<file path="src/rtl/fxp_div_pkg.sv">
// Shared types and helpers for the sequential fixed-point divider.
package fxp_div_pkg;

    // Controller states: waiting for operands, iterating, holding a result.
    typedef enum logic [1:0] {
        IDLE = 2'd0,
        BUSY = 2'd1,
        DONE = 2'd2
    } state_t;

    // Number of bits needed to encode values 0 .. value-1.
    function automatic int clog2(input int value);
        int bits;
        int rest;
        bits = 0;
        rest = value - 1;
        while (rest > 0) begin
            bits = bits + 1;
            rest = rest >> 1;
        end
        return bits;
    endfunction

endpackage

</file>
<file path="src/rtl/fxp_div_step.sv">
// One restoring-division step: shift in the next numerator bit, subtract
// the divisor when it fits, and report the resulting quotient bit.
module fxp_div_step #(
    parameter int N2 = 16
) (
    input  logic [N2-1:0] rem,
    input  logic          bit_in,
    input  logic [N2-1:0] dvs,
    output logic [N2-1:0] rem_next,
    output logic          q_bit
);

    logic [N2:0] shifted;

    // Trial subtraction; the remainder stays below twice the divisor, so N2 bits hold it.
    always_comb begin
        shifted  = {rem, bit_in};
        q_bit    = (shifted >= {1'b0, dvs});
        rem_next = q_bit ? (shifted[N2-1:0] - dvs) : shifted[N2-1:0];
    end

endmodule

</file>
<file path="src/rtl/fxp_div_seq.sv">
// Sequential sign-magnitude fixed-point divider, one quotient bit per clock.
// quotient = (|dvd| << FRAC_SH) / |dvs|, scaled to N_RES bits with
// saturation. Define FXP_DIV_ROUND_EN for round-to-nearest (ties away from
// zero); otherwise the quotient is truncated toward zero.
// The numerator width N1-1+FRAC_SH must exceed the result magnitude width.
module fxp_div_seq
    import fxp_div_pkg::*;
#(
    parameter int N1      = 32,
    parameter int N2      = 16,
    parameter int N_RES   = 32,
    parameter int FRAC_SH = 15
) (
    input  logic             clk,
    input  logic             rst_n,
    input  logic             in_valid,
    output logic             in_ready,
    input  logic [N1-1:0]    dvd,
    input  logic [N2-1:0]    dvs,
    output logic             out_valid,
    input  logic             out_ready,
    output logic [N_RES-1:0] result,
    output logic             ovr,
    output logic             dz
);

    localparam int W  = N1 - 1 + FRAC_SH;
    localparam int Q  = N_RES - 1;
    localparam int CW = clog2(W + 1);

    state_t        state, state_next;
    logic [W-1:0]  num;
    logic [W-2:0]  quo;
    logic [N2-1:0] rem;
    logic [N2-1:0] dvs_mag;
    logic [CW-1:0] cnt;
    logic          sign;

    logic          accept;
    logic          dvs_zero;
    logic [N2-1:0] rem_next;
    logic          q_bit;
    logic [W-1:0]  quo_next;
    logic          over;
    logic [Q-1:0]  mag_final;
    logic          ovr_final;

    assign in_ready  = (state == IDLE);
    assign out_valid = (state == DONE);
    assign accept    = in_valid & in_ready;
    assign dvs_zero  = (dvs[N2-2:0] == '0);

    fxp_div_step #(.N2(N2)) u_step (
        .rem      (rem),
        .bit_in   (num[W-1]),
        .dvs      (dvs_mag),
        .rem_next (rem_next),
        .q_bit    (q_bit)
    );

    // Final magnitude and overflow flag, valid during the last BUSY cycle.
    always_comb begin
        quo_next = {quo, q_bit};
        over     = |quo_next[W-1:Q];
`ifdef FXP_DIV_ROUND_EN
        begin : round_blk
            logic         round_up;
            logic [Q:0]   mag_sum;
            round_up  = ({rem_next, 1'b0} >= {1'b0, dvs_mag});
            mag_sum   = {1'b0, quo_next[Q-1:0]} + {{Q{1'b0}}, round_up};
            ovr_final = over | mag_sum[Q];
            mag_final = ovr_final ? {Q{1'b1}} : mag_sum[Q-1:0];
        end
`else
        ovr_final = over;
        mag_final = over ? {Q{1'b1}} : quo_next[Q-1:0];
`endif
    end

    // State register.
    // NOTE: sequential state uses non-blocking assignments so every flop samples pre-edge values.
    always_ff @(posedge clk or negedge rst_n) begin
        if (!rst_n) state <= IDLE;
        else        state <= state_next;
    end

    // Next-state logic.
    // NOTE: the default assignment first keeps this block free of inferred latches.
    always_comb begin
        state_next = state;
        case (state)
            IDLE:    if (accept) state_next = dvs_zero ? DONE : BUSY;
            BUSY:    if (cnt == CW'(1)) state_next = DONE;
            DONE:    if (out_ready) state_next = IDLE;
            default: state_next = IDLE;
        endcase
    end

    // Datapath: operand capture, iteration registers and the held result.
    always_ff @(posedge clk or negedge rst_n) begin
        if (!rst_n) begin
            num     <= '0;
            quo     <= '0;
            rem     <= '0;
            dvs_mag <= '0;
            cnt     <= '0;
            sign    <= 1'b0;
            result  <= '0;
            ovr     <= 1'b0;
            dz      <= 1'b0;
        end else begin
            case (state)
                IDLE: begin
                    if (accept) begin
                        num     <= {dvd[N1-2:0], {FRAC_SH{1'b0}}};
                        dvs_mag <= {1'b0, dvs[N2-2:0]};
                        sign    <= dvd[N1-1] ^ dvs[N2-1];
                        rem     <= '0;
                        quo     <= '0;
                        cnt     <= CW'(W);
                        if (dvs_zero) begin
                            result <= {dvd[N1-1] ^ dvs[N2-1], {Q{1'b1}}};
                            ovr    <= 1'b1;
                            dz     <= 1'b1;
                        end
                    end
                end
                BUSY: begin
                    num <= num << 1;
                    rem <= rem_next;
                    quo <= quo_next[W-2:0];
                    cnt <= cnt - CW'(1);
                    if (cnt == CW'(1)) begin
                        result <= {sign & (|mag_final), mag_final};
                        ovr    <= ovr_final;
                        dz     <= 1'b0;
                    end
                end
                default: ;
            endcase
        end
    end

endmodule
</file>
<file path="config.mk">
export PLATFORM = sky130hd
export DESIGN_NAME = fxp_div_seq
export DESIGN_NICKNAME = d
export VERILOG_FILES = /design/src/rtl/fxp_div_pkg.sv /design/src/rtl/fxp_div_step.sv /design/src/rtl/fxp_div_seq.sv
export SDC_FILE = /design/constraint.sdc
export NUM_CORES = 1
export LEC_CHECK = 0
export ABC_AREA = 1
export BUFFER_PORTS_ARGS = -buffer_cell sky130_fd_sc_hd__buf_2
export CAP_MARGIN = 20
export CORE_ASPECT_RATIO = 2
export CORE_MARGIN = 5
export CORE_UTILIZATION = 37
export CTS_CLUSTER_DIAMETER = 150
export DETAILED_ROUTE_END_ITERATION = 8
export GPL_TIMING_DRIVEN = 0
export HOLD_SLACK_MARGIN = 0.15
export PLACE_DENSITY = 0.63
export REMOVE_ABC_BUFFERS = 1
export SLEW_MARGIN = 20
export SYNTH_ARGS = -nofsm -noshare
export SYNTH_HDL_FRONTEND = slang
export SYNTH_HIERARCHICAL = 1
export SYNTH_SLANG_ARGS = --single-unit
</file>
<file path="constraint.sdc">
create_clock -name clk -period 2.85 [get_ports clk]
set_input_delay 0.57 -clock clk [delete_from_list [all_inputs] [get_ports clk]]
set_output_delay 0.57 -clock clk [all_outputs]
set_load 0.05 [all_outputs]
</file>
Word level (Yosys, flattened, before mapping)
Index checks and enable logic that the tools add are counted.
{ "totals": {"out_inout_bits": 36, "word_cells": 57, "input_bits": 52, "regBits": 165} }
{ "op_classes": {"add_sub_neg": 2, "eq_ne": 7, "n_bitwise": 3, "mux": 25, "magnitude_cmp": 1, "reduce_logical": 9} }
{ "ops": {"columns": ["operator", "count"], "rows": [
  ["$mux W32", 3],
  ["$pmux W46 S2", 1],
  ["$pmux W45 S2", 1],
  ["$pmux W32 S2", 1],
  ["$mux W46", 1],
  ["$mux W45", 1],
  ["$mux W16", 2],
  ["$pmux W16 S2", 1],
  ["$mux W31", 1],
  ["$reduce_or A31 Y1", 1],
  ["$ge A17 B15 Y1", 1],
  ["$sub A16 B15 Y16", 1],
  ["$logic_not A15 Y1", 1],
  ["$reduce_or A15 Y1", 1],
  ["$pmux W6 S2", 1],
  ["$mux W2", 4],
  ["$eq A6 B1 Y1 const B", 1],
  ["$mux W6", 1],
  ["$ne A2 B1 Y1 const B", 3],
  ["$pmux W2 S3", 1],
  ["$sub A6 B1 Y6 const B", 1],
  ["$mux W1", 4],
  ["$pmux W1 S2", 2],
  ["$reduce_and A2 Y1", 2],
  ["other kinds (9)", 10]
]} }

Depth between registers and ports, before layout
Gate-level depths: netlist (run 1).
{ "depth": {"word_depth": 6, "ltp_mapped": 20, "depth_no_buf": 18} }

Cells and area by module
Netlist (run 1), hierarchy kept.
{ "by_module_without_submodules": {"columns": ["mod", "area_each_um2", "instances", "seq_area_each_um2", "cells_each"], "rows": [
  ["fxp_div_seq", 6274.8, 1, 3753.6, 643],
  ["fxp_div_step", 1466.4, 1, 0.0, 285]
]} }

Worst setup path after synthesis (run 1)
Ideal clock, no wire load.
{ "synth_path": {"path_kind": "register -> register", "startpoint": "register rem[3]", "endpoint": "register result[31]", "arrival_ns": 2.031, "synth_period_minus_slack_ns": 2.156, "required_ns": 2.725, "slack_ns": 0.694, "stages_incl_launch_ff": 19, "cell_sequence": "dfrtp_1 ha_1 nand2_1 nor2_2 nand2_2 nor2_2 nand2_1 nand2_2 nor2_4 nand2_8 buf_12 inv_1 nand3_1 nor2_1 nand2_1 nor2_1 nand2_1 nand3_1 nand3_1"} }
{ "synth_between": {"elab_chain_len": 6} }
{ "synth_lines": {"columns": ["item", "line_no", "rtl"], "rows": [
  ["start: declaration", "fxp_div_seq.sv:34", "logic [N2-1:0] rem;"],
  ["start signal: assignment", "fxp_div_seq.sv:130", "rem <= rem_next;"],
  ["$ge A17 B15 Y1", "fxp_div_step.sv:18", "q_bit = (shifted >= {1'b0, dvs});"],
  ["via q_bit", "fxp_div_seq.sv:42", "logic q_bit;"],
  ["$mux W31", "fxp_div_seq.sv:76", "mag_final = over ? {Q{1'b1}} : quo_next[Q-1:0];"],
  ["$reduce_or A31 Y1", "fxp_div_seq.sv:134", "result <= {sign & (|mag_final), mag_final};"],
  ["$and A1 B1 Y1", "fxp_div_seq.sv:134", null],
  ["$mux W32", "fxp_div_seq.sv:133", "if (cnt == CW'(1)) begin"],
  ["$pmux W32 S2", "fxp_div_seq.sv:112", "case (state)"],
  ["end signal: assignment", "fxp_div_seq.sv:122", "result <= {dvd[N1-1] ^ dvs[N2-1], {Q{1'b1}}};"],
  ["end signal: assignment", "fxp_div_seq.sv:134", null],
  ["end: declaration", "fxp_div_seq.sv:22", "output logic [N_RES-1:0] result,"]
]} }
The timed path passes the listed nets, and every way through them passes these cells. The select of a mux whose other input is x is not followed.
A chain may end at the register's enable or synchronous reset.

Worst setup path after layout (run 1)
{ "layout_path": {"startpoint": "register dvs_mag[6]", "endpoint": "register result[31]"} }
{ "layout_between": {"elab_chain_len": 6} }
{ "layout_lines": {"columns": ["item", "line_no", "rtl"], "rows": [
  ["start: declaration", "fxp_div_seq.sv:35", "logic [N2-1:0] dvs_mag;"],
  ["start signal: assignment", "fxp_div_seq.sv:116", "dvs_mag <= {1'b0, dvs[N2-2:0]};"],
  ["$ge A17 B15 Y1", "fxp_div_step.sv:18", null],
  ["via q_bit", "fxp_div_seq.sv:42", null],
  ["$mux W31", "fxp_div_seq.sv:76", null],
  ["$reduce_or A31 Y1", "fxp_div_seq.sv:134", null],
  ["$and A1 B1 Y1", "fxp_div_seq.sv:134", null],
  ["$mux W32", "fxp_div_seq.sv:133", null],
  ["$pmux W32 S2", "fxp_div_seq.sv:112", null]
]} }
The timed path passes the listed nets, and every way through them passes these cells. The select of a mux whose other input is x is not followed.

==> results of run 1 <==
Yosys cell counts (all sizes together):
library cell / number
o31ai: 1
o21a: 3
fa: 1
buf: 32
inv: 155
a221oi: 29
o21ai: 11
xnor2: 1
nand2: 204
o22ai: 44
nand3: 36
xor2: 6
and2: 1
dfrtp: 150
o21bai: 1
a22o: 16
o211ai: 1
nand4: 6
nor3: 35
nor2: 153
ha: 18
nand3b: 3
conb: 1
a21oi: 13
clkbuf: 7
worst max-delay path by stage:
stage                     cells past startpoint          to  startpoint  slack [ns]
final                                        18  result[31]  dvs_mag[6]        0.29
after global routing                         18  result[31]  dvs_mag[6]      -0.002
after CTS                                    17  result[31]      rem[7]        0.05
after detailed placement                      8     quo[21]    state[1]       -0.15
after global placement                        6     num[45]    in_valid       -2.39
after floorplan                               6     num[45]    state[1]       -0.66
routing by layer:
metal | vias to the layer above | wire (um) | part of all wire (%)
met2 | 74 | 11200 | 58
met5 | - | 13 | 0.067
met4 | 2 | 672 | 3.5
met1 | 3007 | 6980 | 36
li1 | 3127 | - | -
met3 | 35 | 496 | 2.6
metrics by stage:
step | area (um^2) | worst slack [ns]
3_3_place_gp | 8280 | -2.39
3_5_place_dp | 8420 | -0.151
6_report | 9070 | 0.291
5_1_grt | 9070 | -0.00195
2_1_floorplan | 7500 | -0.658
4_1_cts | 9010 | 0.0482
area by class of cell:
cell class                 count  area [um^2]
fill                        2136        11800
sequential                   150         3750
multi-input combinational    584         3190
timing repair buffer          99          623
inverter                     155          586
clock buffer                  17          425
tap                          269          337
clock inverter                15          153
cell usage in the layout, fill, tap and decap left out, drive strengths merged:
cell / synthesis / layout
nand2: 204 / 204
o31ai: 1 / 1
conb: 1 / 1
nand4: 6 / 6
o211ai: 1 / 1
xor2: 6 / 6
a21oi: 13 / 13
clkinvlp: 0 / 5
fa: 1 / 1
clkinv: 0 / 6
nand3: 36 / 36
dlygate4sd3: 0 / 1
nor3: 35 / 35
o21ai: 11 / 11
buf: 32 / 98
inv: 155 / 157
bufinv: 0 / 2
nor2: 153 / 153
o22ai: 44 / 44
nand3b: 3 / 3
o21a: 3 / 3
a22o: 16 / 16
clkbuf: 7 / 17
dfrtp: 150 / 150
ha: 18 / 18
xnor2: 1 / 1
o21bai: 1 / 1
a221oi: 29 / 29
and2: 1 / 1
power groups by stage:
stage	logic [uW]	registers, uW	clock network (uW)
after global routing	7870	3550	2380
after detailed placement	7040	3470	0
after floorplan	4420	4180	0
after global placement	6760	3460	0
final	7040	3440	2250
after CTS	7080	3450	2300
kinds of logic after synthesis:
logic type      share of synthesized area, %
simple gates                            24.5
buf+inv                                 10.6
flops                                   48.5
compound gates                          12.4
fa+ha+maj                               3.17
xor+xnor                               0.792
other cells                           0.0484
worst max-delay path, cell delays in order, from the launching register on:
cell     delay [ns]
dfrtp_1        0.36
inv_1          0.07
ha_1           0.35
nand2_1        0.09
nand2_1        0.08
nand2_1        0.08
nand2_1        0.07
inv_1          0.09
nand3_2        0.14
nand2_8        0.14
nand2_8        0.14
inv_1          0.10
nand3_1        0.09
nor2_1         0.15
nand2_1        0.08
nor2_2         0.15
nand2_1        0.07
nand3_1        0.08
nand3_1        0.07
state kept, by name, summed over array words and instances, names as in the netlist:
signal	count
sign	1
dz	1
state	2
num	31
quo	45
cnt	6
rem	16
ovr	1
dvs_mag	15
result	32
timing repair:
item | 4_1_cts | 5_1_grt
gates resized for setup | 1 | 4
pin swaps | 1 | 2
endpoints found under the setup margin | 47 | 48
hold buffers | 1 | 0
setup buffers | 1 | 5
endpoints found under the hold margin | 52 | 0
==> flow_metrics.env, run 1 <==
export IMPL_status="finished clean"
export IMPL_layout_min_cycle_time_ns=2.56
export IMPL_synth_top_area_share_pct=48.5
export IMPL_min_to="state[1]"
export IMPL_ys_warn_count=6
export IMPL_drtIter0Drc=218
export IMPL_drive_above_1_share_pct=18.7
export IMPL_post_route_period_util_pct=89.8
export IMPL_drc=0
export IMPL_hpwl_mm=13.7
export IMPL_report_final_slew_viol_count=0
export IMPL_grtUsageMet1_pct=16.4
export IMPL_min_from="out_ready"
export IMPL_cp_end_kind="register"
export IMPL_syn_cell_area_um2=7740
export IMPL_cts_sinks=150
export IMPL_drt_first_pass_iters=4
export IMPL_switching_share_pct=48.5
export IMPL_synth_area_top_cells="dfrtp_1 48%, nand2_1 9.0%, inv_1 7.3%"
export IMPL_finalSetupTns_ns=0
export IMPL_insertion_delay_ns=0.43
export IMPL_syn_to_final_growth_pct=17.1
export IMPL_min_path_type="primary input to register"
export IMPL_switchingPower_uw=6170
export IMPL_leakage_uw=0.00465
export IMPL_pwr_share_seq_pct=27.0
export IMPL_vias=6245
export IMPL_nets=1078
export IMPL_path_class="register to register"
export IMPL_synth_seq_cells=150
export IMPL_grt_pass1_vias=6483
export IMPL_n_antenna_cell=0
export IMPL_instances_no_fill=1289
export IMPL_required_ns=3.16
export IMPL_grt_max_degree=99
export IMPL_antenna_found_initial=1
export IMPL_wire_per_inst_um=15.0
export IMPL_critPathMaxFanout=18
export IMPL_viasPerCell=4.84
export IMPL_skew_ns=0.00716
export IMPL_grt_pass1_wl_mm=31.8
export IMPL_place_congestion=0.917
export IMPL_crit_arrival_ns=2.87
export IMPL_h_tree_depth=4
export IMPL_ir_drop_uv=788
export IMPL_rr_startpoint="dvs_mag[6]"
export IMPL_power_uw=12700
export IMPL_gr_usage_met3_pct=3.50
export IMPL_finalHoldViolCount=0
export IMPL_num_rows=75
export IMPL_clk_pin_slew_ns=0.07
export IMPL_start_util_pct=37.2
export IMPL_clock_tree_buffer_depth=2
export IMPL_tightest_slew_ns=0.838
export IMPL_timing_fmax_mhz=391
export IMPL_finalSetupViolCount=0
export IMPL_p_clk_share_pct=17.6
export IMPL_drv_cap=0
export IMPL_wl_mm=19.3
export IMPL_hold_ws_ns=0.338
export IMPL_grt_use_total_pct=16.6
export IMPL_p_int_uw=6560
export IMPL_die_x_um=112
export IMPL_slew_headroom_pct=44.0
export IMPL_utilization_pct=43.5
export IMPL_yosysSeqAreaShare_pct=48.5
export IMPL_yosysTopAreaCell="dfrtp_1"
export IMPL_pwr_share_comb_pct=55.3
export IMPL_reg2reg_depth=18
export IMPL_use_met2_pct=31.9
export IMPL_grt_ovfl_total=0
export IMPL_cts_tree="yes"
export IMPL_numCtsBuffers=17
export IMPL_final_antenna_net_count=0
export IMPL_r2r_end="result[31]"
export IMPL_p_per_area_nw_per_um2=1400
export IMPL_reg2reg_slack_ns=0.29
export IMPL_dieArea_um2=24100
export IMPL_synth_cells=928
export IMPL_ys_types=40
export IMPL_die_h_um=215
export IMPL_cp_start_kind="register"
export IMPL_dpl_cell_count=1250
export IMPL_hold_depth=2
export IMPL_cts_root_buf="clkbuf_16"
export IMPL_synth_area_per_cell_um2=8.34
export IMPL_busiest_layer="met2"
export IMPL_io_pins=88
export IMPL_coreArea_um2=20800
export IMPL_port_buffers=87
No activity file was read; power rests on OpenSTA's default activity.
==> run 2: changes to the inputs <==
REMOVE_ABC_BUFFERS = unset   (was 1)
==> flow_metrics.env, run 2 (synthesized netlist as in run 1, its figures left out) <==
export IMPL_status="finished clean"
export IMPL_die_h_um=215
export IMPL_place_area_um2=8550
export IMPL_min_to="state[1]"
export IMPL_drc=0
export IMPL_dieArea_um2=24100
export IMPL_finalHoldViolCount=0
export IMPL_reg2reg_depth=15
export IMPL_start_util_pct=37.2
export IMPL_setup_slack_ns=0.283
export IMPL_crit_arrival_ns=2.89
export IMPL_numCtsBuffers=17
export IMPL_grt_pass1_vias=6754
export IMPL_largest_register="quo"
export IMPL_post_route_cell_area_um2=9180
export IMPL_p_per_area_nw_per_um2=1420
export IMPL_syn_num_nets=999
export IMPL_port_buffers=87
export IMPL_slew_headroom_pct=61.9
export IMPL_coreArea_um2=20800
export IMPL_syn_to_final_growth_pct=18.5
export IMPL_drive_above_1_share_pct=19.6
export IMPL_leakage_uw=0.00476
export IMPL_pre_cts_ws_ns=0.214
export IMPL_grt_ovfl_total=0
export IMPL_dpl_cell_count=1285
export IMPL_hpwl_mm=14.8
export IMPL_vias=6347
export IMPL_viasPerCell=4.81
export IMPL_grt_use_total_pct=17.1
export IMPL_instances_no_fill=1320
export IMPL_die_x_um=112
export IMPL_grt_max_degree=97
export IMPL_fill_cells=2137
export IMPL_critPathMaxFanout=11
export IMPL_wl_mm=19.7
export IMPL_path_class="register to register"
export IMPL_layout_min_cycle_time_ns=2.57
export IMPL_cp_end_kind="register"
export IMPL_io_pins=88
export IMPL_min_path_type="primary input to register"
export IMPL_skew_ns=0.00649
export IMPL_cts_sinks=150
export IMPL_num_rows=75
export IMPL_wire_per_inst_um=14.9
export IMPL_final_cell_mix="185 x nand2_1, 150 x inv_1, 150 x dfrtp_1"
export IMPL_hold_depth=2
export IMPL_tightest_slew_ns=0.572
export IMPL_drv_cap=0
export IMPL_hold_ws_ns=0.296
export IMPL_largestRegisters="quo (45), result (32), num (31)"
export IMPL_power_uw=13000
export IMPL_ir_drop_uv=956
export IMPL_rsz0062_at_grt="false"
export IMPL_required_ns=3.17
export IMPL_finalSetupViolCount=0
export IMPL_report_final_slew_viol_count=0
export IMPL_clock_tree_buffer_depth=2
export IMPL_nets=1108
export IMPL_cts_root_buf="clkbuf_16"
export IMPL_antenna_found_initial=3
export IMPL_cts_tree="yes"
export IMPL_clk_pin_slew_ns=0.06
export IMPL_h_tree_depth=4
export IMPL_reg2reg_slack_ns=0.28
export IMPL_place_congestion=0.887
export IMPL_r2r_end="result[31]"
export IMPL_grt_pass1_wl_mm=32.6
export IMPL_final_antenna_net_count=0
export IMPL_drtIter0Drc=197
export IMPL_drt_first_pass_iters=4
export IMPL_insertion_delay_ns=0.44
export IMPL_min_from="out_ready"
export IMPL_largest_reg_flops=45
export IMPL_timing_fmax_mhz=390
export IMPL_cp_start_kind="register"
export IMPL_post_route_period_util_pct=90.1
export IMPL_cts_resized=0
export IMPL_layout_commonest_cell="nand2_1"
export IMPL_rr_startpoint="rem[13]"
## run 2: cell count changes in the layout (fill, tap and decap cells not counted), sizes merged
cell / before / now
bufinv: 2 / 3
clkbuf: 17 / 26
inv: 157 / 158
buf: 98 / 121
clkinvlp: 5 / 3
diode: 0 / 1
clkinv: 6 / 4
## run 2: per-stage QoR
| stage | util (%) | setup TNS [ns] |
|---|---|---|
| 6_report | 44.0 | 0 |
| 3_3_place_gp | 40.9 | -163.54 |
| 2_1_floorplan | - | 0 |
| 4_1_cts | 44.0 | 0 |
| 3_5_place_dp | 41.0 | 0 |
| 5_1_grt | 44.0 | 0 |
## run 2: area by class of cell
cell class / count / area [um^2] / area share [%]
sequential: 150 / 3750 / 40.9
buffer: 39 / 236 / 2.58
tap: 269 / 337 / 3.67
multi-input combinational: 584 / 3170 / 34.5
clock inverter: 13 / 173 / 1.88
antenna: 1 / 2.50 / 0.0273
clock buffer: 19 / 433 / 4.72
timing repair buffer: 90 / 490 / 5.34
inverter: 155 / 582 / 6.34
## run 2: routing by layer
layer	share of wire [%]	vias up	global-route usage, %
li1	-	3194	-
met1	36	3020	16.4
met2	57	90	32.8
met3	3.6	39	4.38
met4	3.4	4	8.50
met5	0.14	-	0
## run 2: power by group
part / switching (uW) / internal (uW) / leakage [uW]
logic: 4840 / 2390 / 0.00265
clock network: 945 / 1390 / 0.000286
registers: 442 / 2990 / 0.00182
## run 2: how the worst max path moves through the flow
| stage | end | start | slack (ns) |
|---|---|---|---|
| CTS | result[31] | rem[13] | 0.20 |
| global placement | result[21] | rst_n | -1.11 |
| global route | result[31] | dvs_mag[9] | 0.03 |
| floorplan | result[31] | rem[3] | 0.69 |
| finish | result[31] | rem[13] | 0.28 |
| detailed placement | result[31] | rem[13] | 0.21 |
## run 2: critical path, stage by stage (launching register included)
cell,delay [ns]
dfrtp_1,0.40
ha_1,0.37
a21oi_1,0.26
o21a_1,0.17
nand2_2,0.07
nor2_4,0.23
nand2_8,0.11
buf_12,0.17
inv_1,0.07
nand3_1,0.07
nor2_1,0.09
nand2_1,0.10
nor2_1,0.13
nand2_1,0.06
nand3_1,0.08
nand3_1,0.06
## run 2: what timing repair did
item	CTS	global route
setup endpoints to repair	0	1
hold buffers	1	0
endpoints found under the hold margin	54	0
buffers inserted	0	1
